[src/rtl/tpum_mac_acc.sv]
// Signed multiply-accumulate stage behind the r1/r2 operand registers. It forms a dot product over a programmed length.
// Build option TPUM_MAC_SAT_EN: saturating accumulation with a sticky overflow flag (default: wrap, overflow tied 0).
module tpum_mac_acc #(
    parameter int DATA_W = 32,
    parameter int ACC_W  = 72,
    parameter int LEN_W  = 8
) (
    input  logic              clk,
    input  logic              rst_n,
    input  logic              start,
    input  logic [LEN_W-1:0]  len,
    input  logic              in_valid,
    output logic              in_ready,
    input  logic [DATA_W-1:0] op_a,
    input  logic [DATA_W-1:0] op_b,
    output logic              out_valid,
    input  logic              out_ready,
    output logic [ACC_W-1:0]  out_acc,
    output logic              busy,
    output logic              overflow
);

    typedef enum logic [1:0] {IDLE, ACCUM, DRAIN, DONE} state_t;

    state_t                     state, state_nxt;
    logic [LEN_W-1:0]           remaining;
    logic                       accept;
    logic                       cmd_go;
    logic                       p_vld;
    logic signed [2*DATA_W-1:0] a_ext, b_ext, prod;
    logic [ACC_W-1:0]           prod_ext, acc, sum, acc_nxt;

    assign in_ready  = (state == ACCUM) && (remaining != '0);
    assign accept    = in_valid && in_ready;
    assign cmd_go    = (state == IDLE) && start;
    assign out_valid = (state == DONE);
    assign busy      = (state != IDLE);
    assign out_acc   = acc;

    always_comb begin
        state_nxt = state;
        case (state)
            IDLE:    if (start) state_nxt = (len == '0) ? DONE : ACCUM;
            ACCUM:   if (accept && remaining == LEN_W'(1)) state_nxt = DRAIN;
            // The last product is always live in the first DRAIN cycle and is folded in on this edge.
            DRAIN:   state_nxt = DONE;
            DONE:    if (out_ready) state_nxt = IDLE;
            default: state_nxt = IDLE;
        endcase
    end

    always_ff @(posedge clk or negedge rst_n) begin
        if (!rst_n) begin
            state     <= IDLE;
            remaining <= '0;
        end else begin
            state <= state_nxt;
            if (cmd_go)      remaining <= len;
            else if (accept) remaining <= remaining - LEN_W'(1);
        end
    end

    // Stage 1: full-width signed product; operands pre-extended so the truncated multiply is exact.
    assign a_ext = {{DATA_W{op_a[DATA_W-1]}}, op_a};
    assign b_ext = {{DATA_W{op_b[DATA_W-1]}}, op_b};

    always_ff @(posedge clk or negedge rst_n) begin
        if (!rst_n) begin
            p_vld <= 1'b0;
            prod  <= '0;
        end else begin
            p_vld <= accept;
            if (accept) prod <= a_ext * b_ext;
        end
    end

    generate
        if (ACC_W > 2*DATA_W) begin : g_sext
            assign prod_ext = {{(ACC_W-2*DATA_W){prod[2*DATA_W-1]}}, prod};
        end else begin : g_nosext
            assign prod_ext = prod;
        end
    endgenerate

    // Stage 2: accumulate.
    assign sum = acc + prod_ext;

`ifdef TPUM_MAC_SAT_EN
    logic add_ovf;
    logic ovf_q;

    assign add_ovf = (acc[ACC_W-1] == prod_ext[ACC_W-1]) && (sum[ACC_W-1] != acc[ACC_W-1]);
    assign acc_nxt = !add_ovf ? sum :
                     acc[ACC_W-1] ? {1'b1, {(ACC_W-1){1'b0}}} : {1'b0, {(ACC_W-1){1'b1}}};

    always_ff @(posedge clk or negedge rst_n) begin
        if (!rst_n)                ovf_q <= 1'b0;
        else if (cmd_go)           ovf_q <= 1'b0;
        else if (p_vld && add_ovf) ovf_q <= 1'b1;
    end

    assign overflow = ovf_q;
`else
    assign acc_nxt  = sum;
    assign overflow = 1'b0;
`endif

    always_ff @(posedge clk or negedge rst_n) begin
        if (!rst_n)     acc <= '0;
        else if (cmd_go) acc <= '0;
        else if (p_vld)  acc <= acc_nxt;
    end

endmodule
[config.mk]
export PLATFORM = sky130hd
export DESIGN_NAME = tpum_mac_acc
export DESIGN_NICKNAME = d
export VERILOG_FILES = /design/src/rtl/tpum_mac_acc.sv
export SDC_FILE = /design/constraint.sdc
export NUM_CORES = 2
export LEC_CHECK = 0
export CAP_MARGIN = 0
export CELL_PAD_IN_SITES_DETAIL_PLACEMENT = 0
export CELL_PAD_IN_SITES_GLOBAL_PLACEMENT = 1
export CORE_MARGIN = 1.5
export CORE_UTILIZATION = 30
export DETAILED_ROUTE_END_ITERATION = 10
export PLACE_DENSITY_LB_ADDON = 0.1
export SKIP_CTS_REPAIR_TIMING = 1
export SLEW_MARGIN = 20
export SYNTH_ARGS = -nofsm -noshare
export SYNTH_HDL_FRONTEND = slang
export SYNTH_SLANG_ARGS = --single-unit
[constraint.sdc]
create_clock -name clk -period 3.6 [get_ports clk]
set_input_delay 0.36 -clock clk [delete_from_list [all_inputs] [get_ports clk]]
set_output_delay 0.36 -clock clk [all_outputs]
set_load 0.01 [all_outputs]
==> summary.md <==
| Metric | Value |
|---|---|
| Post-route insts no fill | just under 8k |
| Multi-input gate area | approximately 0.040 sq mm |
| Post-route cell area | 0.0616 sq mm |
| Max-Cap Viols | 0 |
| Share of cells above drive strength 1 | 0.239 |
| Critical Path Fanout Max | 7 |
| Worst R2R Path Depth | 12 |
| WL per Instance | 21.1 um |
| First-pass GRT wire length | 232,000 um |
| Post-synth top area cell | fa_1 |
| HP Class | primary input to async pin |
| Chip height | 396 um |
| Clk sink count | 147 |
| Post-synth EDFFs | 0 |
| # setup viols final | 57 |
| Commonest non-fill, non-tap cells in the layout | 965 x inv_1, 951 x fa_1, 652 x nand2_1 |
| Detail Placement HPWL | 129,000 um |
| Sequential share of the synthesized area | 0.0792 |
| Synth-to-Final Area Change | 32.7% |
| DRC | 0 |
| Top_reg_cell synth | dfrtp_1 |
| Largest cells by area after synthesis | fa_1 47%, inv_1 8.2%, dfrtp_1 7.9%, ha_1 7.1%, and2_1 6.8% |
| Post-layout util | 0.400 |
| CP startpoint kind | primary input |
| Share of the clock period used by the worst path | 1.96 |
| Sequential cell area | between 0.003 and 0.004 sq mm |
| Status | complete, but fails checks |
| Mapped Nets | between 6k and 7k |
| Synth Area in Adders | 0.538 |
| Fillers | about 16k |
| Core area | 0.154 sq mm |
| Drt pass-1 iters | 5 |
| Synthesized area | 0.0464 sq mm |
| Crit Path Category | primary input to flop |
| Dpl cell area | between 0.05 and 0.06 sq mm |
| Clock-pin slew on the worst setup and hold paths | 0.07 ns |
| Synth Area in XOR/XNOR | 0.0255 |
| Most common cell after layout, fill and taps aside | inv_1 |
| Number of global-route vias before repair | 38.1k |
| Final nets | about 7.2k |
| Combinational family with the most area after synthesis | adder cells |
| Number of synthesized register bits | 147 |
| CP Capture Type | flop |
| Die Wd | 396 um |
| Vias per cell | between 4 and 5 |
| Top cell type's share of synthesized area | 0.467 |
| Via Count | between 30k and 40k |
| Row cnt | 144 |
| Slew @ Worst Pin | approximately 0.62 ns |
| H-Tree Depth | 4 |
| Worst Path Arrival | about 7.4 ns |
| Syn Area/Cell | about 9.1 sq um |
| R2R Path Start | out_acc[1] |
| Setup TNS | -160.13 ns |
| Fin crit period | roughly 7.1 ns |
| Largest net degree at the start of global routing | about 120 |
| Slew Viols, Final | 0 |
| Clk_skew | 0.0142 ns |
| GP Congestion | 0.841 |
| Simple-gate share of the synthesized area | 0.162 |
| Total grt overflow | 0 |
| Final WS setup | -3.47 ns |
| Final Hold Fails | 0 |
| Global-route usage over all layers | 0.192 |
| Multiplexer area fraction after synthesis | 0.00862 |
| Post-Route WL | 165,000 um |
| Synth cell types | 79 |
| Initial antenna violation count | 6 |
| Detail Route Antenna Nets | 0 |
| Share of synthesized registers carrying an async set or reset | 1.00 |
| Boundary Pins | 153 |
| Root Buffer | clkbuf_16 |
| First DRT Iteration DRCs | between 1.5k and 2k |
| CTS tree | yes |
| Failing checks | negative setup slack |
| Clock buffer depth | 2 |
| Die area | 0.157 sq mm |
| R2r endpoint | out_acc[71] |
| Cts bufs inserted | 17 |
| Unrepaired setup endpoints after global routing | yes |
| Synthesized netlist cell count | 5,088 |
| Max Clk Rate | ~140 MHz |
| Placed instance count | 7,602 |
| Clock Latency Late Sink | ~0.46 ns |
| Req. time, crit path | 3.97 ns |
| I/O Buffers | 151 |
| Reg2reg setup slack | 0.24 ns |
| Compound-Gate Fraction of Synth Area | 0.0811 |
| Yosys warns | 0 |
| Initial Utilization | 0.302 |
| Relative slew slack | 0.574 |
==> stage by stage <==
step	hold WS, ns	setup slack, ns
after floorplan	0.0644	-3.43
after global placement	0.368	-4.43
after detailed placement	0.379	-4.46
after CTS	-0.140	-3.97
after global routing	0.477	-3.71
final	0.430	-3.47
==> layout make-up <==
class                   instances  share of cell area
clock buffers                  17             0.00690
clock inverters                15             0.00412
repair buffers                955               0.173
flip-flops and latches        147              0.0598
inverters                    1020              0.0622
diodes                          1           0.0000406
multi-input cells            3649               0.653
well taps                    2044              0.0415
==> logic make-up (layout without fill, tap and decap cells) <==
| family | after synthesis | count (layout) |
|---|---|---|
| simple gates | 1536 | 1536 |
| fa+ha+maj | 1346 | 1346 |
| buf+inv | 1292 | 2007 |
| compound gates | 591 | 591 |
| flops | 147 | 147 |
| xor+xnor | 135 | 135 |
| mux | 40 | 40 |
| other cells | 1 | 2 |
==> cells in the mapped netlist (7+ instances only) <==
master,count
dfrtp_1,147
buf_2,13
nand4_1,34
o211ai_1,19
and3_1,16
nor2_1,137
mux2i_1,40
a21o_1,69
clkbuf_1,247
ha_1,263
nand3_1,38
nor2b_1,12
or3_1,12
nor3_1,21
o21ai_0,151
xnor2_1,88
o21bai_1,35
fa_1,1083
nor4_1,9
a31oi_1,19
nand2_1,690
and2_1,506
nand2b_1,29
a211oi_1,19
o31ai_1,11
a21boi_0,8
a21oi_1,165
inv_1,1020
a211o_1,7
o21a_1,18
xor2_1,47
o21ai_1,7
==> routing by layer <==
layer	up-vias	global-route usage	share of wire
met1	18700	0.297	0.49
met2	648	0.298	0.46
met5	-	0	0
li1	16800	-	-
met4	0	0.0263	0.016
met3	93	0.0138	0.034
==> critical path: stages <==
cell	delay, ns
buf_6	0.07
buf_8	0.12
clkinvlp_4	0.12
buf_6	0.13
buf_12	0.13
buf_6	0.12
nor2_4	0.10
fa_1	0.44
fa_1	0.50
fa_2	0.61
fa_2	0.49
fa_2	0.64
fa_1	0.46
fa_2	0.56
fa_1	0.46
ha_4	0.29
a2111oi_4	0.34
o21ai_1	0.13
a41oi_2	0.15
buf_4	0.14
o2111a_1	0.21
nor2_4	0.06
a31o_4	0.23
o21a_1	0.18
o21a_1	0.20
o31ai_2	0.20
==> how the worst max path moves through the flow <==
stage                   from  endpoint  slack [ns]  cells past startpoint
detailed placement   op_b[4]  prod[55]       -4.46                     27
floorplan           op_a[31]  prod[58]       -3.43                     24
CTS                  op_b[4]  prod[55]       -3.97                     27
finish              op_b[31]  prod[54]       -3.47                     26
global route        op_b[31]  prod[54]       -3.71                     26
global placement     op_b[4]  prod[55]       -4.43                     27
==> sequential cells by signal, indices dropped and copies added (netlist names) <==
signal,flops
p_vld,1
prod,64
out_acc,72
remaining,8
state,2
Power is not shown: default switching activity piles up to over one toggle a cycle in this logic, so the estimate is an artifact.
